File: src/rtl/alu_pipe.sv
`timescale 1ns/1ps
// alu_pipe: two-stage pipelined ALU with valid/ready handshakes, synchronous flush and a ZVN flag register.
// S1 registers accepted operands; S2 computes from S1, holds the result until it retires, then updates flags.
module alu_pipe #(
   parameter int DATA_W = 16,
   parameter int LANE_W = 4
) (
   input  logic              clk,
   input  logic              rst_n,
   input  logic              flush,
   input  logic              in_valid,
   output logic              in_ready,
   input  logic [3:0]        opcode,
   input  logic [DATA_W-1:0] a,
   input  logic [DATA_W-1:0] b,
   output logic              out_valid,
   input  logic              out_ready,
   output logic [DATA_W-1:0] result,
   output logic [3:0]        out_opcode,
   output logic [2:0]        flags
);

   localparam int SHAMT_W = $clog2(DATA_W);
   localparam int N_BYTES = DATA_W / 8;
   localparam int N_LANES = DATA_W / LANE_W;

   localparam logic [DATA_W-1:0] S_MAX = {1'b0, {(DATA_W-1){1'b1}}};
   localparam logic [DATA_W-1:0] S_MIN = {1'b1, {(DATA_W-1){1'b0}}};
   localparam logic [LANE_W-1:0] L_MAX = {1'b0, {(LANE_W-1){1'b1}}};
   localparam logic [LANE_W-1:0] L_MIN = {1'b1, {(LANE_W-1){1'b0}}};

   localparam logic [3:0] OP_ADD    = 4'd0;
   localparam logic [3:0] OP_SUB    = 4'd1;
   localparam logic [3:0] OP_XOR    = 4'd2;
   localparam logic [3:0] OP_RED    = 4'd3;
   localparam logic [3:0] OP_SLL    = 4'd4;
   localparam logic [3:0] OP_SRA    = 4'd5;
   localparam logic [3:0] OP_ROR    = 4'd6;
   localparam logic [3:0] OP_PADDSB = 4'd7;
   localparam logic [3:0] OP_LWA    = 4'd8;
   localparam logic [3:0] OP_SWA    = 4'd9;
   localparam logic [3:0] OP_SRL    = 4'd10;
   localparam logic [3:0] OP_PASSB  = 4'd11;

   logic              s1_valid;
   logic [3:0]        s1_opcode;
   logic [DATA_W-1:0] s1_a;
   logic [DATA_W-1:0] s1_b;
   logic              s2_valid;
   logic              s2_we;
   logic [2:0]        s2_flags;

   logic adv1, adv2, accept, retire;

   // Handshake: a transfer happens on an edge where valid && ready. A stage advances when it
   // is empty or its successor advances; in_ready never looks at in_valid, and flush blocks intake.
   assign adv2     = !s2_valid || out_ready;
   assign adv1     = !s1_valid || adv2;
   assign in_ready = adv1 && !flush;
   assign accept   = in_valid && in_ready;
   assign retire   = s2_valid && out_ready && !flush;
   assign out_valid = s2_valid;

   logic [DATA_W-1:0]   add_sum, sub_diff, add_sat, sub_sat;
   logic                add_ovf, sub_ovf;
   logic [SHAMT_W-1:0]  shamt;
   logic [2*DATA_W-1:0] rot_dbl;
   logic [DATA_W-1:0]   sra_res, red_acc, paddsb_res;
   logic [LANE_W-1:0]   lane_sum;
   logic                lane_ovf;

   assign add_sum  = s1_a + s1_b;
   assign sub_diff = s1_a - s1_b;
   assign add_ovf  = (s1_a[DATA_W-1] == s1_b[DATA_W-1]) && (add_sum[DATA_W-1] != s1_a[DATA_W-1]);
   assign sub_ovf  = (s1_a[DATA_W-1] != s1_b[DATA_W-1]) && (sub_diff[DATA_W-1] != s1_a[DATA_W-1]);
   // A wrapped negative sum means true overflow was positive, so clamp high (and vice versa).
   assign add_sat  = add_ovf ? (add_sum[DATA_W-1] ? S_MAX : S_MIN) : add_sum;
   assign sub_sat  = sub_ovf ? (sub_diff[DATA_W-1] ? S_MAX : S_MIN) : sub_diff;
   assign shamt    = s1_b[SHAMT_W-1:0];
   assign rot_dbl  = {s1_a, s1_a} >> shamt;
   assign sra_res  = $signed(s1_a) >>> shamt;

   always_comb begin
      red_acc = '0;
      for (int i = 0; i < N_BYTES; i++) begin
         red_acc = red_acc + DATA_W'($signed(s1_a[8*i +: 8])) + DATA_W'($signed(s1_b[8*i +: 8]));
      end
   end

   always_comb begin
      paddsb_res = '0;
      lane_sum   = '0;
      lane_ovf   = 1'b0;
      for (int l = 0; l < N_LANES; l++) begin
         lane_sum = s1_a[l*LANE_W +: LANE_W] + s1_b[l*LANE_W +: LANE_W];
         lane_ovf = (s1_a[l*LANE_W+LANE_W-1] == s1_b[l*LANE_W+LANE_W-1]) &&
                    (lane_sum[LANE_W-1] != s1_a[l*LANE_W+LANE_W-1]);
         if (lane_ovf) paddsb_res[l*LANE_W +: LANE_W] = lane_sum[LANE_W-1] ? L_MAX : L_MIN;
         else          paddsb_res[l*LANE_W +: LANE_W] = lane_sum;
      end
   end

   logic [DATA_W-1:0] nxt_result;
   logic              nxt_we, nxt_v, nxt_n_en;
   logic [2:0]        nxt_flags;

   always_comb begin
      nxt_result = '0;
      nxt_we     = 1'b0;
      nxt_v      = 1'b0;
      nxt_n_en   = 1'b0;
      case (s1_opcode)
         OP_ADD:    begin nxt_result = add_sat; nxt_we = 1'b1; nxt_v = add_ovf; nxt_n_en = 1'b1; end
         OP_SUB:    begin nxt_result = sub_sat; nxt_we = 1'b1; nxt_v = sub_ovf; nxt_n_en = 1'b1; end
         OP_XOR:    begin nxt_result = s1_a ^ s1_b; nxt_we = 1'b1; end
         OP_RED:    nxt_result = red_acc;
         OP_SLL:    begin nxt_result = s1_a << shamt; nxt_we = 1'b1; end
         OP_SRA:    begin nxt_result = sra_res; nxt_we = 1'b1; end
         OP_ROR:    begin nxt_result = rot_dbl[DATA_W-1:0]; nxt_we = 1'b1; end
         OP_PADDSB: nxt_result = paddsb_res;
         OP_LWA,
         OP_SWA:    nxt_result = add_sum;
         OP_SRL:    begin nxt_result = s1_a >> shamt; nxt_we = 1'b1; end
         OP_PASSB:  nxt_result = s1_b;
         default:   nxt_result = '0;
      endcase
      nxt_flags = {nxt_result == '0, nxt_v, nxt_n_en & nxt_result[DATA_W-1]};
   end

   always_ff @(posedge clk or negedge rst_n) begin
      if (!rst_n) begin
         s1_valid  <= 1'b0;
         s1_opcode <= '0;
         s1_a      <= '0;
         s1_b      <= '0;
      end else begin
         if (flush)     s1_valid <= 1'b0;
         else if (adv1) s1_valid <= in_valid;
         if (accept) begin
            s1_opcode <= opcode;
            s1_a      <= a;
            s1_b      <= b;
         end
      end
   end

   always_ff @(posedge clk or negedge rst_n) begin
      if (!rst_n) begin
         s2_valid   <= 1'b0;
         result     <= '0;
         out_opcode <= '0;
         s2_we      <= 1'b0;
         s2_flags   <= '0;
      end else if (flush) begin
         s2_valid <= 1'b0;
      end else if (adv2) begin
         s2_valid <= s1_valid;
         if (s1_valid) begin
            result     <= nxt_result;
            out_opcode <= s1_opcode;
            s2_we      <= nxt_we;
            s2_flags   <= nxt_flags;
         end
      end
   end

   always_ff @(posedge clk or negedge rst_n) begin
      if (!rst_n)                flags <= 3'b000;
      else if (retire && s2_we)  flags <= s2_flags;
   end

endmodule

File: config.mk
export PLATFORM = sky130hd
export DESIGN_NAME = alu_pipe
export DESIGN_NICKNAME = d
export VERILOG_FILES = /design/src/rtl/alu_pipe.sv
export SDC_FILE = /design/constraint.sdc
export NUM_CORES = 1
export LEC_CHECK = 0
export ABC_AREA = 1
export CAP_MARGIN = 10
export CORE_UTILIZATION = 41
export DETAILED_ROUTE_END_ITERATION = 10
export GPL_TIMING_DRIVEN = 0
export PLACE_DENSITY = 0.63
export SYNTH_ARGS = -nofsm -noshare
export SYNTH_HDL_FRONTEND = slang
export SYNTH_SLANG_ARGS = --single-unit
File: constraint.sdc
create_clock -name clk -period 9.34 [get_ports clk]
set_input_delay 1.401 -clock clk [delete_from_list [all_inputs] [get_ports clk]]
set_output_delay 1.401 -clock clk [all_outputs]
set_load 0.02 [all_outputs]
======== Word-level counts from Yosys, hierarchy flattened ========
Index checks and enable logic that the tools add are counted.
storage, ports and cells
  register bits after elaboration ......... 65
  input bits .............................. 41
  output and inout port bits .............. 25
  word-level logic and storage cells ...... 92
operators by class
  $add $sub $neg .......................... 9
  equal/unequal tests ..................... 22
  shift-type cells ........................ 4
  multiplexer cells ....................... 20
  bitwise gates (word level) .............. 3
  reduce and logical (&&, ||, !) cells .... 24
operators with widths
  cell                number
  $pmux 16 s11        1
  $mux 16             4
  $mux 4              8
  $shr 32x4->16       1
  $add 16x16->16      1
  $add 4x4->4         4
  $eq 4x3->1 const B  4
  $eq 4x4->1 const B  4
  $logic_not 16->1    1
  $shl 16x4->16       1
  $shr 16x4->16       1
  $sshr 16x4->16      1
  $sub 16x16->16      1
  $xor 16x16->16      1
  $add 10x8->11       1
  $logic_and 1x1->1   11
  $add 9x8->10        1
  $add 8x8->9         1
  $eq 4x2->1 const B  2
  $ne 1x1->1          7
  $reduce_or 7->1     1
  $mux 1              6
  $eq 1x1->1          4
  $eq 4x1->1 const B  1
  other kinds (9)     14

======== Longest topological paths before layout ========
Gate-level depths: netlist of the first run.
  word-level depth ........................ 6
  mapped depth ............................ 30
  mapped depth without buffers ............ 27

======== Worst setup path after synthesis of the first run ========
No wires, ideal clock.
  path kind ............................... reg2reg
  start ................................... register s1_b[3]
  end ..................................... register s2_flags[2]
  setup time .............................. 0.065 ns
  arrival time ............................ 3.563 ns
  required time ........................... 9.275 ns
  path slack .............................. 5.711 ns
  cell stages (with the launch flop) ...... 29
  period minus slack after synthesis ...... 3.629 ns
  path through ............................ dfrtp_1 > buf_2 > clkinv_1 > buf_2 > ha_1 > buf_2 > nand2_1 > inv_1 > nand2_1 > nand3_1 > nand3_1 > nand2_1 > a21o_1 > a21oi_1 > fa_1 > nand2_1 > nand2_1 > nand2_2 > buf_4 > nand3_1 > nand2_1 > nand2_1 > nor2_1 > nand3_1 > nor2_1 > nand3_1 > nor2_1 > nand3_1 > nand2_1
between the ends
  word-level cells in the longest chain between the ends .. 6
  elaborated cells on any way between the ends .. 26
  classes of those cells .................. 6 x add/sub; 4 x eq/ne; 4 x shift; 7 x mux; 1 x bitwise; 4 x reduce/logical
RTL lines
  item                                                   RTL line  RTL
  start: declaration                                     48        logic [DATA_W-1:0] s1_b;
  start signal: assignment                               135       s1_b <= '0;
  start signal: assignment                               142       s1_b <= b;
  branches (longest 4 deep; another with $add 10x8->11)  -
  $pmux 16 s11 *                                         112       case (s1_opcode)
  $logic_not 16->1 *                                     127       nxt_flags = {nxt_result == '0, nxt_v, nxt_n_en & nxt_result[DATA_W-1]};
  end signal: assignment                                 162       s2_flags <= nxt_flags;
  end: declaration                                       51        logic [2:0] s2_flags;
Every way passes the cells marked *.
A chain may end at the register's enable or synchronous reset.

======== Worst setup path after layout of the first run ========
Ends and elaborated chain as after synthesis.

==> summary.txt, run 1 <==
Global route
  • First-pass GRT wire length: 55900 um
  • Total grt overflow: 0
  • Initial antenna violation count: 0
  • Gr usage total: 0.354
  • Vias in the first global route: 9294
  • Largest net degree at the start of global routing: 66

Synth
  • Avg Inst Size Synth: 5.93 um2
  • Synth unique cells: 44
  • Share of the synthesized area in the top cell type: 0.217
  • Synth Area in Simple Gates: 0.478
  • Synth top area cells: nand2_1 22%, dfrtp_1 19%, nand3_1 13%, nor2_1 6.2%, inv_1 6.2%
  • Cell area after synthesis: 0.00845 mm2
  • Mapped Cells: 1426
  • Post-synth top cells: 488 x nand2_1, 225 x nand3_1, 140 x nor2_1
  • Combinational family with the most area after synthesis: simple AND/OR/NAND/NOR gates
  • Ys Warns: 0
  • Register area share after synthesis: 0.192
  • Xor and xnor area share after synthesis: 0.00414
  • Main synth FF type: dfrtp_1
  • Number of synthesized flops with an enable pin: 0
  • Count leader, synth: nand2_1
  • Post-synthesis register bit count: 65
  • Ys async rst share: 1.00
  • Top cell type by total area after synthesis: nand2_1
  • Proportion of synthesized area in mux cells: 0.00400
  • Post-Synth Adder-Cell Area: 0.115
  • Synthesized Nets: 1531
  • Compound-Gate Fraction of Synth Area: 0.0938

Setup path
  • R2R depth: 28
  • Delay of the slowest critical-path stage: 0.50 ns
  • Worst EP required: 9.63 ns
  • Worst r2r src: s1_b[3]
  • Reg-to-reg critical path endpoint: s2_flags[2]
  • Reg2reg setup slack: 4.21 ns
  • Bufs and invs on worst path: 6
  • Crit-path leading delay family: simple AND/OR/NAND/NOR gates
  • Worst path most repeated cell: nand2_1
  • Slowest cell on crit path: fa_1
  • Critical path origin: s1_b[3]
  • WS Path Type: flop to flop
  • Stages on worst setup path: 28
  • CP max FO: 11
  • CP endpoint kind: flop
  • Worst path arrival time: 5.42 ns
  • Worst setup endpoint: s2_flags[2]
  • Crit path launch type: flop

Clock network
  • Post-CTS Setup Bufs: 0
  • CTS Sinks: 65
  • Clk slew on worst S/H paths: 0.06 ns
  • TritonCTS clock tree: built
  • Num CTS Buffers: 9
  • Worst skew pair latency: 0.35 ns
  • Post-CTS Hold Buffers: 0
  • CTS resizes: 0
  • CTS Buffer Depth: 2
  • CTS root buf: clkbuf_16
  • H-tree depth: 3

Detailed routing
  • Via count: 9871
  • ANT nets after route: 0
  • # DRC: 0
  • Post-DR vias/cell: 5.55
  • Drt pass-1 iters: 6
  • DRT Wirelength: 36500 um
  • Wirelength per Cell: 20.5 um
  • DRT iter0 DRCs: 852

Timing
  • Final hold slack: 0.482 ns
  • Pins Over Slew Limit: 0
  • Rel. slew slack: 0.304
  • Measured slew at the worst slew-check pin: 1.04 ns
  • Min cycle time layout: 5.13 ns
  • Final setup viols: 0
  • RSZ-0062 raised after global routing: no
  • Fin. Hold Viols: 0
  • Fmax achieved: 195 MHz
  • Final cycle utilization of the critical path: 0.549
  • Setup_tns: 0 ns
  • Clock Skew: 0.0119 ns

Placement
  • Port Buffers: 65
  • Routability Congestion: 1.04
  • DP HPWL: 29900 um

Layout
  • Final #Nets: 1607
  • Antenna cells: 0
  • Fraction of layout cells with a size suffix above 1: 0.0843
  • Syn-to-layout area delta: 15.5%
  • Final core utilization: 0.483

Floorplanning
  • Core area: 0.0202 mm2
  • Die Width: 146 um
  • Rows: 52
  • I/O pins: 66
  • Initial Utilization: 0.418
  • Die Area: 0.0212 mm2
  • Die H: 146 um

Power
  • Lkg Pwr: 0.00524 uW
  • VDD IR max: 0.000105 V
  • Power per cell area: 235 mW/mm2

Worst hold path
  • Worst hold path class: flop to flop

Outcome
  • Status: complete, no violations

Run
  • Max-cap violation count: 0
-- logic make-up after synthesis --
family,Yosys count
simple gates,926
buf+inv,218
compound gates,146
flops,65
fa+ha+maj,64
xor+xnor,4
mux,3
-- metal layers --
layer / vias up / wire, um / global-route usage
met4: 0 / 1480 / 0.144
met3: 59 / 2800 / 0.0448
li1: 4731 / - / -
met1: 4640 / 16000 / 0.488
met5: - / 0 / 0
met2: 441 / 16200 / 0.563
-- worst min path at each step --
stage / start / to / slack [ns] / cells after the start
after detailed placement: s2_flags[2] / s2_flags[2] / 0.47 / 2
after CTS: s2_flags[2] / s2_flags[2] / 0.48 / 2
after floorplan: s2_flags[2] / s2_flags[2] / 0.45 / 2
after global routing: s2_flags[2] / s2_flags[2] / 0.50 / 2
after global placement: result[11] / result[11] / 0.47 / 2
final: result[11] / result[11] / 0.48 / 2
-- worst register-to-register path: cells and delay by family, from the launching register on --
family,cells,cell delay (ns)
simple gates,18,2.22
fa+ha+maj,2,0.81
compound gates,2,0.40
buf+inv,6,1.31
flops,1,0.34
-- layout by cell type, fill, tap and decap left out, drive strengths merged --
cell	n
and2	2
a21oi	84
a21o	1
nand3	237
dfrtp	65
nand2	508
fa	23
inv	159
xnor2	2
bufinv	2
o21a	2
o21ai	44
clkbuf	22
xor2	2
nor2	153
nand4	17
o22ai	6
clkinv	6
o31ai	1
nor4	1
o21bai	2
clkdlybuf4s50	64
buf	46
nor3	4
o211ai	2
nand3b	3
or2	1
a31oi	4
ha	41
mux2	3
-- per-stage QoR --
step | cell area (um2) | power (uW) | setup slack, ns | instances
after global routing | 9760 | 2480 | 3.96 | 1777
after global placement | 9440 | 1870 | 4.38 | 1761
final | 9760 | 2300 | 4.21 | 1777
after floorplan | 8450 | 1420 | 5.71 | 1426
after CTS | 9760 | 2280 | 4.33 | 1777
after detailed placement | 9440 | 1880 | 4.36 | 1761
-- final cells by class --
type	instances	area (um2)
clock inverter	7	100
buffer	58	343
inverter	160	611
sequential	65	1630
clock buffer	9	225
tap	270	338
timing repair buffer	65	648
fill	2270	10500
multi-input combinational	1143	5870
-- sequential cells by signal, summed over array words and instances (netlist names) --
name	flops
flags	3
result	16
out_opcode	4
s1_b	16
s1_opcode	4
s1_a	16
s1_valid	1
out_valid	1
s2_flags	3
s2_we	1
-- report_power, final --
part / internal (uW) / total [uW] / switching, uW
Clock: 237 / 391 / 154
Combinational: 513 / 1500 / 987
Sequential: 337 / 408 / 71.5
No activity file was read; power rests on OpenSTA's default activity.
==> run 2, diff against run 1 <==
==> constraint.sdc (replaced) <==
create_clock -name clk -period 5.3 [get_ports clk]
set_input_delay 0.795 -clock clk [delete_from_list [all_inputs] [get_ports clk]]
set_output_delay 0.795 -clock clk [all_outputs]
set_load 0.02 [all_outputs]
==> summary.txt, run 2 (synthesized netlist as in run 1, its figures left out) <==
Timing
  • Worst setup margin: 0.308 ns (-3.90 ns)
  • Rel. slew slack: 0.338 (+0.0341)
  • Setup_tns: 0 ns (unchanged)
  • Final setup viols: 0 (unchanged)
  • Final cycle utilization of the critical path: 0.942 (+0.393)
  • Clock Skew: 0.0101 ns (-0.00178 ns)
  • Measured slew at the worst slew-check pin: 0.989 ns (-0.0510 ns)
  • Fmax achieved: 200 MHz (+2.8%)
  • Pins Over Slew Limit: 0 (unchanged)
  • RSZ-0062 raised after global routing: no
  • Min cycle time layout: 4.99 ns (-0.138 ns)
  • Fin. Hold Viols: 0 (unchanged)

Setup path
  • Worst r2r src: s1_b[3]
  • Worst path most repeated cell: nand2_1
  • WS Path Type: flop to flop
  • Reg-to-reg critical path endpoint: s2_flags[2]
  • R2R depth: 28 (unchanged)
  • Worst path arrival time: 5.28 ns (-0.14 ns)
  • Worst EP required: 5.59 ns (-4.04 ns)
  • CP endpoint kind: flop
  • Slowest cell on crit path: fa_1
  • Reg2reg setup slack: 0.31 ns (-3.90 ns)
  • CP max FO: 11 (unchanged)
  • Delay of the slowest critical-path stage: 0.50 ns (about the same)
  • Crit path launch type: flop

Layout
  • Final #Nets: 1610 (+0.19%)
  • Syn-to-layout area delta: 15.8%
  • Leading cell types in the layout, fill and taps excluded: 488 x nand2_1, 225 x nand3_1, 140 x nor2_1, 139 x inv_1, 80 x a21oi_1
  • Largest regs: result: 16 flops, s1_a: 16 flops, s1_b: 16 flops
  • Antenna cells: 0 (unchanged)
  • Fraction of layout cells with a size suffix above 1: 0.0868 (+0.00248)
  • Most common cell after layout, fill and taps aside: nand2_1

Detailed routing
  • Via count: 9899 (+0.28%)
  • Wirelength per Cell: 20.6 um (+0.42%)
  • Drt pass-1 iters: 7 (+1)
  • Post-DR vias/cell: 5.56 (+0.11%)
  • ANT nets after route: 0 (unchanged)
  • DRT iter0 DRCs: 872 (+2.3%)
  • # DRC: 0 (unchanged)
  • DRT Wirelength: 36700 um (+0.59%)

Clock network
  • Post-CTS Hold Buffers: 0 (unchanged)
  • CTS Sinks: 65 (unchanged)
  • Clk slew on worst S/H paths: 0.06 ns (about the same)
  • TritonCTS clock tree: built
  • H-tree depth: 3 (unchanged)
  • CTS Buffer Depth: 2 (unchanged)
  • Num CTS Buffers: 9 (unchanged)
  • Worst skew pair latency: 0.36 ns (about the same)
  • CTS root buf: clkbuf_16

Worst hold path
  • Worst hold start: result[11]
  • Hold depth: 2 (unchanged)
  • WHS Endpoint: result[11]
  • Worst hold path class: flop to flop

Run
  • Max-cap violation count: 0 (unchanged)

Global route
  • Largest net degree at the start of global routing: 66 (unchanged)
  • Total grt overflow: 0 (unchanged)
  • First-pass GRT wire length: 55900 um (unchanged)
  • Initial antenna violation count: 0 (unchanged)
  • Gr usage total: 0.354 (unchanged)
  • Vias in the first global route: 9294 (unchanged)

Power
  • Power per cell area: 415 mW/mm2 (+76%)
  • Overall Power: 4060 uW (+77%)
  • VDD IR max: 0.000186 V (+77%)
  • Lkg Pwr: 0.00525 uW (+0.25%)

Placement
  • DP HPWL: 29900 um (unchanged)
  • Post-Place Setup Slack: 0.316 ns (-4.04 ns)
  • Port Buffers: 65 (unchanged)
  • Routability Congestion: 1.04 (unchanged)

Floorplanning
  • Die Width: 146 um (unchanged)
  • Die H: 146 um (unchanged)
  • I/O pins: 66 (unchanged)
  • Initial Utilization: 0.418 (unchanged)
  • Die Area: 0.0212 mm2 (unchanged)
  • Core area: 0.0202 mm2 (unchanged)
  • Rows: 52 (unchanged)

Outcome
  • Status: complete, no violations
run 2: cell count changes in the layout (fill, tap and decap cells not counted):
cell        before  now
clkinvlp_4       0    1
clkinv_1         2    1
buf_4            8   11
run 2: area by class of cell:
type	count	area [um2]
well taps	270	338
repair buffers	68	671
inverters	160	614
clock buffers	9	225
clock inverters	7	100
multi-input cells	1143	5870
flip-flops and latches	65	1630
plain buffers	58	343
fillers	2267	10400
run 2: timing repair:
item | 4_1_cts | 5_1_grt
endpoints found under the hold margin | 0 | 0
setup endpoints to repair | 0 | 1
buffers inserted | 0 | 3
resized for setup | 0 | 1
run 2: report_power, final:
group / total [uW] / switching (uW) / internal [uW]
Clock: 689 / 271 / 417
Combinational: 2650 / 1740 / 909
Sequential: 719 / 126 / 594
Total: 4060 / 2140 / 1920
run 2: worst max-delay path by stage:
stage	cells past startpoint	slack [ns]	end	start
CTS	28	0.29	s2_flags[2]	s1_b[3]
floorplan	28	1.67	s2_flags[2]	s1_b[3]
global placement	28	0.34	s2_flags[2]	s1_b[3]
global route	28	0.04	s2_flags[2]	s1_b[3]
detailed placement	28	0.32	s2_flags[2]	s1_b[3]
finish	28	0.31	s2_flags[2]	s1_b[3]
run 2: per-layer routing:
| layer | part of all wire | GRT usage |
|---|---|---|
| met4 | 0.041 | 0.144 |
| met1 | 0.44 | 0.488 |
| met3 | 0.075 | 0.0448 |
| met5 | 0 | 0 |
| met2 | 0.44 | 0.563 |
run 2: per-stage QoR:
stage	hold slack [ns]	instance area [um2]	cells	util
floorplan	0.445	8450	1426	-
global placement	0.465	9440	1761	0.467
global route	0.498	9790	1780	0.484
finish	0.482	9790	1780	0.484
detailed placement	0.466	9440	1761	0.466
CTS	0.483	9760	1777	0.483
run 2: worst max-delay path, delay by kind of cell (launching register included):
family	cells	cell delay (ns)
AND/OR/NAND/NOR	18	2.17
AO/OA/AOI/OAI	2	0.40
adder cells (fa/ha/maj)	2	0.81
buffers and inverters	6	1.19
flip-flops	1	0.34
==> run 3, diff against run 2 <==
--- a/config.mk
+++ b/config.mk
@@ -8,8 +8,10 @@
 export ABC_AREA = 1
 export CAP_MARGIN = 10
 export CORE_UTILIZATION = 41
+export CTS_BUF_LIST = sky130_fd_sc_hd__clkbuf_8
 export DETAILED_ROUTE_END_ITERATION = 10
 export GPL_TIMING_DRIVEN = 0
+export HOLD_SLACK_MARGIN = 0.05
 export PLACE_DENSITY = 0.63
 export SYNTH_ARGS = -nofsm -noshare
 export SYNTH_HDL_FRONTEND = slang
==> summary.txt, run 3 (synthesized netlist as in run 1, its figures left out) <==
Clock network
  • Clk slew on worst S/H paths: 0.09 ns (+0.03 ns)
  • CTS root buf: clkbuf_8
  • Num CTS Buffers: 9 (unchanged)
  • CTS Buffer Depth: 2 (unchanged)
  • Post-CTS Setup Bufs: 0 (unchanged)
  • H-tree depth: 3 (unchanged)
  • CTS Sinks: 65 (unchanged)
  • Worst skew pair latency: 0.37 ns (about the same)
  • TritonCTS clock tree: built

Placement
  • Port Buffers: 65 (unchanged)
  • Area post-placement: 0.00944 mm2 (unchanged)
  • DP HPWL: 29900 um (unchanged)
  • Routability Congestion: 1.04 (unchanged)

Detailed routing
  • Met3 WL: 2850 um (+3.5%)
  • Top Metal Used: met4
  • # DRC: 0 (unchanged)
  • Wirelength per Cell: 20.6 um (-0.39%)
  • ANT nets after route: 0 (unchanged)
  • Via count: 9867 (-0.32%)
  • Met2 WL: 16100 um (-1.1%)
  • DRT Wirelength: 36500 um (-0.56%)
  • Post-DR vias/cell: 5.55 (-0.15%)
  • Drt pass-1 iters: 8 (+1)
  • WL met1: 16100 um (-0.61%)
  • DRT iter0 DRCs: 836 (-4.1%)

Timing
  • Min cycle time layout: 5.04 ns (+0.0465 ns)
  • Measured slew at the worst slew-check pin: 1.09 ns (+0.0990 ns)
  • Setup_tns: 0 ns (unchanged)
  • Fmax achieved: 198 MHz (-0.92%)
  • Fin. Hold Viols: 0 (unchanged)
  • Clock Skew: 0.0176 ns (+0.00743 ns)
  • Pins Over Slew Limit: 0 (unchanged)
  • RSZ-0062 raised after global routing: no
  • Rel. slew slack: 0.272 (-0.0662)
  • Final setup viols: 0 (unchanged)
  • Final cycle utilization of the critical path: 0.951 (+0.00877)

Setup path
  • Worst path arrival time: 5.34 ns (+0.06 ns)
  • Worst r2r src: s1_b[3]
  • Reg2reg setup slack: 0.26 ns (-0.05 ns)
  • Crit path launch type: flop
  • Delay of the slowest critical-path stage: 0.50 ns (about the same)
  • Worst path most repeated cell: nand2_1
  • CP max FO: 11 (unchanged)
  • Worst EP required: 5.60 ns (about the same)
  • Reg-to-reg critical path endpoint: s2_flags[2]
  • CP endpoint kind: flop
  • WS Path Type: flop to flop
  • Slowest cell on crit path: fa_1
  • R2R depth: 28 (unchanged)

Floorplanning
  • Rows: 52 (unchanged)
  • Die Area: 0.0212 mm2 (unchanged)
  • Initial Utilization: 0.418 (unchanged)
  • Die Width: 146 um (unchanged)
  • Die H: 146 um (unchanged)
  • Core area: 0.0202 mm2 (unchanged)
  • I/O pins: 66 (unchanged)

Global route
  • Total grt overflow: 0 (unchanged)
  • Initial antenna violation count: 0 (unchanged)
  • Largest net degree at the start of global routing: 66 (unchanged)
  • Vias in the first global route: 9284 (-0.11%)
  • Gr usage total: 0.352 (-0.00284)
  • First-pass GRT wire length: 55600 um (-0.48%)

Layout
  • Final #Nets: 1607 (-0.19%)
  • Fraction of layout cells with a size suffix above 1: 0.0849 (-0.00182)
  • Syn-to-layout area delta: 14.4%
  • Post-route cell area: 0.00967 mm2 (-1.3%)
  • Antenna cells: 0 (unchanged)
  • Fillers: 2279 (+0.53%)
  • Most common cell after layout, fill and taps aside: nand2_1
  • Leading cell types in the layout, fill and taps excluded: 488 x nand2_1, 225 x nand3_1, 140 x nor2_1, 139 x inv_1, 80 x a21oi_1
  • Multi-input gate area: 0.00587 mm2 (unchanged)
  • FF+latch area: 0.00163 mm2 (unchanged)
  • Largest regs: result: 16 flops, s1_a: 16 flops, s1_b: 16 flops

Power
  • Power per cell area: 401 mW/mm2 (-3.4%)
  • VDD IR max: 0.000163 V (-12%)
  • Lkg Pwr: 0.00519 uW (-1.2%)

Worst hold path
  • Hold depth: 2 (unchanged)
  • Worst hold start: result[11]
  • Worst hold path class: flop to flop
  • WHS Endpoint: result[11]

Outcome
  • Status: complete, no violations

Run
  • Max-cap violation count: 0 (unchanged)
==> run 3: cell types whose count changed in the layout (fill, tap and decap cells not counted), sizes merged <==
cell  before  now
buf       49   46
==> run 3: worst max-delay path by stage <==
| stage | start | slack [ns] | end |
|---|---|---|---|
| finish | s1_b[3] | 0.26 | s2_flags[2] |
| global route | s1_b[3] | 0.006 | s2_flags[2] |
| CTS | s1_b[3] | 0.29 | s2_flags[2] |
| detailed placement | s1_b[3] | 0.32 | s2_flags[2] |
| global placement | s1_b[3] | 0.34 | s2_flags[2] |
| floorplan | s1_b[3] | 1.67 | s2_flags[2] |
==> run 3: per-layer routing <==
| metal | global-route usage | vias to the layer above |
|---|---|---|
| li1 | - | 4729 |
| met2 | 0.560 | 439 |
| met3 | 0.0492 | 65 |
| met1 | 0.481 | 4634 |
| met4 | 0.138 | 0 |
| met5 | 0 | - |
==> run 3: cell type report <==
type | instances | area share
Clock buffer | 9 | 0.0128
Tap cell | 270 | 0.0349
Timing Repair Buffer | 65 | 0.0670
Inverter | 160 | 0.0636
Clock inverter | 7 | 0.0104
Buffer | 58 | 0.0355
Sequential cell | 65 | 0.168
Multi-Input combinational cell | 1143 | 0.608
==> run 3: repair_timing <==
action                                  4_1_cts  5_1_grt
endpoints found under the setup margin        0        1
resized for setup                             0        1
hold buffers                                  0        0
endpoints found under the hold margin         0        0
==> run 3: through the flow <==
step                hold slack [ns]  worst slack (ns)   util  cells  total power (uW)
floorplan                     0.445              1.67      -   1426              2500
detailed placement            0.466             0.316  0.466   1761              3310
finish                        0.486             0.262  0.478   1777              3870
global placement              0.465             0.340  0.467   1761              3300
CTS                           0.489             0.288  0.478   1777              3830
global route                  0.505           0.00639  0.478   1777              4200
==> run 3: power by group <==
| group | internal (uW) | total (uW) | switching [uW] |
|---|---|---|---|
| clock network | 270 | 512 | 242 |
| logic | 905 | 2650 | 1740 |
| registers | 593 | 717 | 125 |
| total | 1770 | 3870 | 2110 |
==> run 3: critical path, delay by kind of cell, from the launching register on <==
family | cells | cell delay [ns]
AO/OA/AOI/OAI | 2 | 0.39
buffers and inverters | 6 | 1.25
flip-flops | 1 | 0.34
adder cells (fa/ha/maj) | 2 | 0.81
AND/OR/NAND/NOR | 18 | 2.17
==> edit 1, RTL diff (config.mk and constraints of run 2) <==
`LANE_W`: 4 -> 5.
--- a/src/rtl/alu_pipe.sv
+++ b/src/rtl/alu_pipe.sv
@@ -5,3 +5,3 @@
    parameter int DATA_W = 16,
-   parameter int LANE_W = 4
+   parameter int LANE_W = 5
 ) (
Check against the original RTL: not equivalent (a bounded check fails within 4 cycles, from zero or initial values and one cycle with rst_n low).
==> edit 1 against run 2 <==
- clock power up 1%
- total power down 3.0%
- sequential cell count unchanged
- via count down 4.4%
- routed wire length down 4.8%
- global-route usage up 0.69 points
- worst setup slack better by 0.014 ns
- synthesized area down 5.1%
- core utilization up 0.82 points
- critical path depth up 2
- critical path type unchanged
- first-iteration DRC count down 11%
- cell area down 4.7%
==> edit 1: results (changes against run 2) <==
post-synthesis sequential area ratio 0.203 (was 0.192); CP max stage delay 0.46 ns (was 0.50 ns); R2R cell count 30 (was 28); share of layout cells above drive strength 1 0.0713 (was 0.0868); Final HPWL DP 28500 um (was 29900 um); Crit Path Max Fanout 20 (was 11); top post-synthesis cells by area nand2_1 (21%), dfrtp_1 (20%), nand3_1 (13%), nor2_1 (7.2%), ha_1 (6.4%) (was nand2_1 (22%), dfrtp_1 (19%), nand3_1 (13%), nor2_1 (6.2%), inv_1 (6.2%)); Setup WS pre-CTS 0.0645 ns (was 0.316 ns); CTS H-tree lvls 3 (unchanged); hold_sp result[3] (was result[11]); placer congestion estimate 1.04 (about the same); WHS Endpoint result[3] (was result[11]); R2R Path End s2_flags[2] (unchanged); Layout Skew 0.0168 ns (was 0.0101 ns); vias in the first global route 8796 (was 9294); Synth Area in Compound Gates 0.111 (was 0.0938); R2R Path Start s1_b[2] (was s1_b[3]); Post-synth top cells nand2_1 (448), nand3_1 (203), nor2_1 (153) (was nand2_1 (488), nand3_1 (225), nor2_1 (140)); post-synthesis async set-or-reset flop share 1.00 (unchanged); Post-Synth Adder-Cell Area 0.119 (was 0.115); met3 Resource Use GR 0.0564 (was 0.0448); combinational power 0.00253 W (was 0.00265 W); fillcell total 2128 (was 2267); Via density 5.60 (was 5.56); normalized max-slew margin 0.396 (was 0.338); Largest regs result: 16 flops, s1_a: 16 flops, s1_b: 16 flops (unchanged); Leakage 4.94 nW (was 5.25 nW); GRT Total Usage 0.361 (was 0.354); status complete, no violations (unchanged); met1 Use GR 0.494 (was 0.488); DR iter-0 viols 772 (was 872); internal power 0.00187 W (was 0.00192 W); Worst IR Drop VDD 229 uV (was 186 uV); WL final 35000 um (was 36700 um); Clock Tree Buf Depth 2 (unchanged); first-pass GRT wire length 53100 um (was 55900 um); Mapped Nets 1456 (was 1531); Worst-Skew Late Latency 0.36 ns (about the same); grt met2 use 0.577 (was 0.563); Post-Synth XOR/XNOR Area 0.00546 (was 0.00414); Comb power frac 0.643 (was 0.653); first drt pass iteration count 6 (was 7); multiplexer share of the synthesized area 0.00702 (was 0.00400); yosys warns 0 (unchanged); clock power share 0.177 (was 0.170); root buf cell clkbuf_16 (unchanged); final net count 1530 (was 1610)
-- edit 1: cell count changes after synthesis, moves of 9 or more --
cell     delta
nand2_1    -40
nand3_2    -11
inv_1      -15
nand3_1    -22
nor2_2      -9
nor2_1     +13
-- edit 1: cells by family after synthesis --
group | Yosys count
and+or+nand+nor | 855
DFF | 65
adders and majority gates | 63
xor gates and xnor gates | 5
AOI/OAI and AO/OA | 164
buffers and inverters | 195
muxes | 5
-- edit 1: final cells by class --
class / count / share of cell area
Buffer: 51 / 0.0298
Sequential cell: 65 / 0.174
Tap cell: 260 / 0.0349
Clock inverter: 7 / 0.0110
Timing Repair Buffer: 65 / 0.0695
Clock buffer: 9 / 0.0241
Inverter: 142 / 0.0577
Multi-Input combinational cell: 1092 / 0.599
-- edit 1: worst max path at each step --
stage	slack [ns]	cells past startpoint	startpoint	to
after floorplan	1.45	31	s1_b[2]	s2_flags[2]
after global placement	0.08	31	s1_b[2]	s2_flags[2]
after detailed placement	0.06	31	s1_b[2]	s2_flags[2]
after CTS	0.04	31	s1_b[2]	s2_flags[2]
after global routing	0.02	30	s1_b[2]	s2_flags[2]
final	0.32	30	s1_b[2]	s2_flags[2]
-- edit 1: routing by layer --
metal	wire, um	part of all wire
met2	15500	0.44
met1	15600	0.45
met3	2650	0.076
met5	0	0
met4	1260	0.036
-- edit 1: metrics by stage --
step                instances   util  area, sq um  hold slack, ns
global placement         1677  0.475         9000           0.465
finish                   1691  0.492         9330           0.477
floorplan                1352      -         8020           0.445
global route             1691  0.492         9330           0.499
CTS                      1693  0.492         9320           0.483
detailed placement       1677  0.474         8990           0.466
-- edit 1: worst max-delay path: cells and delay by family, from the launching register on --
kind	cells	cell delay (ns)
buf+inv	6	1.11
simple gates	18	2.03
compound gates	4	0.61
flops	1	0.42
fa+ha+maj	2	0.74
==> edit 2, RTL diff (flow settings as in run 2) <==
Without the edit above. Register the output `flags` once more, without a reset; this adds one clock of latency there. The other outputs are not delayed to match.
--- a/src/rtl/alu_pipe.sv
+++ b/src/rtl/alu_pipe.sv
@@ -43,2 +43,4 @@
    localparam logic [3:0] OP_PASSB  = 4'd11;
+
+   logic [2:0] flags_s0;
 
@@ -167,4 +169,8 @@
    always_ff @(posedge clk or negedge rst_n) begin
-      if (!rst_n)                flags <= 3'b000;
-      else if (retire && s2_we)  flags <= s2_flags;
+      if (!rst_n)                flags_s0 <= 3'b000;
+      else if (retire && s2_we)  flags_s0 <= s2_flags;
+   end
+
+   always_ff @(posedge clk) begin
+      flags <= flags_s0;
    end
Function: changed (Yosys sat finds a counterexample within 4 cycles, from zero or initial values and one cycle with rst_n low).
==> edit 2 against run 2 <==
- sequential cell count grew 3
- cell area down 2.5%
- synthesized area is 2.4% lower
- core utilization increased by 0.35 points
- synthesized cell count is 2.5% lower
- total power down 1.6%
- routed wire length increased by 1.2%
- worst setup slack gained 0.029 ns
- highest routed layer unchanged
- largest power group unchanged
==> edit 2: results (changes against run 2) <==
status complete, no violations (unchanged); Multi-input gate area 5680 sq um (was 5870 sq um); R2R cell count 24 (was 28); clock buffers 10 (was 9); initial antenna violation count 0 (unchanged); Worst Path Arrival 5.26 ns (was 5.28 ns); first-pass GRT wire length 55900 um (about the same); Sequential Area 1690 sq um (was 1630 sq um); Non-clock buffer share 0.0970 (was 0.104); post-synthesis sequential area ratio 0.204 (was 0.192); first drt pass iteration count 8 (was 7); WL final 37200 um (was 36700 um); wire length on met2 15500 um (was 16300 um); Crit Path Max Fanout 11 (unchanged); hold_sp flags_s0[2] (was result[11]); top post-synthesis cells by area nand2_1 (21%), dfrtp_1 (20%), nand3_1 (13%), inv_1 (6.6%), nor2_1 (6.5%) (was nand2_1 (22%), dfrtp_1 (19%), nand3_1 (13%), nor2_1 (6.2%), inv_1 (6.2%)); CP max stage cell clkbuf_1 (was fa_1); DR iter-0 viols 974 (was 872); CTS clk-pin slew, worst paths roughly 0.070 ns; WHS Path Cells 0 (was 2); Post-synth top cells nand2_1 (463), nand3_1 (206), inv_1 (146) (was nand2_1 (488), nand3_1 (225), nor2_1 (140)); normalized max-slew margin 0.406 (was 0.338); final net count 1571 (was 1610); post-synthesis async set-or-reset flop share 0.956 (was 1.00); #FFs+latches synth 68 (was 65); Final HPWL DP 30500 um (was 29900 um); Non-clk bufs 117 (was 126); grt met2 use 0.541 (was 0.563); top sig layer met4 (unchanged); WHS Endpoint flags[2] (was result[11]); Synth Area in Compound Gates 0.118 (was 0.0938); met3 Resource Use GR 0.0856 (was 0.0448); met1 Use GR 0.531 (was 0.488); post-route met1 wirelength 16400 um (was 16200 um); CP max stage delay 0.67 ns (was 0.50 ns); vias post-DR 9722 (was 9899); Leakage 5.05 nW (was 5.25 nW); GRT Total Usage 0.378 (was 0.354); reg2reg setup slack 0.34 ns (was 0.31 ns); Worst IR Drop VDD 183 uV (was 186 uV); Diodes inserted 0 (unchanged); Post-Synth XOR/XNOR Area 0.00425 (was 0.00414); Post-Synth Adder-Cell Area 0.118 (was 0.115); share of layout cells above drive strength 1 0.0598 (was 0.0868); vias in the first global route 9085 (was 9294); synth unique cells 41 (was 44); Inverters 159 (was 160); multi-input gates 1111 (was 1143); placer congestion estimate 1.01 (was 1.04); root buf cell clkbuf_16 (unchanged); Clock-cell share 0.0334 (was 0.0332); fillcell total 2215 (was 2267); pin count of the biggest net entering global routing 66 (unchanged); Layout Skew 0.0122 ns (was 0.0101 ns); multiplexer share of the synthesized area 0.00410 (was 0.00400); routed wl met3 3570 um (was 2750 um); Mapped Nets 1496 (was 1531)
edit 2: cell types whose count changed in the layout (fill, tap and decap cells not counted), moves of 7 or more:
| cell | change |
|---|---|
| inv_1 | +7 |
| nand3_1 | -19 |
| nand2_1 | -25 |
| a21oi_1 | +12 |
| o21ai_0 | +11 |
| clkbuf_1 | +12 |
| nand3_2 | -12 |
edit 2: through the flow:
step           cell area [sq um]  hold slack (ns)  total power [W]  cells  setup WS, ns
2_1_floorplan               8250            0.342          0.00242   1391          1.55
3_3_place_gp                9230            0.352          0.00323   1721         0.298
3_5_place_dp                9230            0.349          0.00324   1721         0.298
4_1_cts                     9550            0.366          0.00394   1737         0.298
5_1_grt                     9550            0.385          0.00432   1736         0.120
6_report                    9550            0.366          0.00400   1736         0.337
edit 2: report_power, final:
part / switching (W) / internal [W]
combinational: 0.00171 / 0.000847
clock: 0.000274 / 0.000414
sequential: 0.000132 / 0.000619
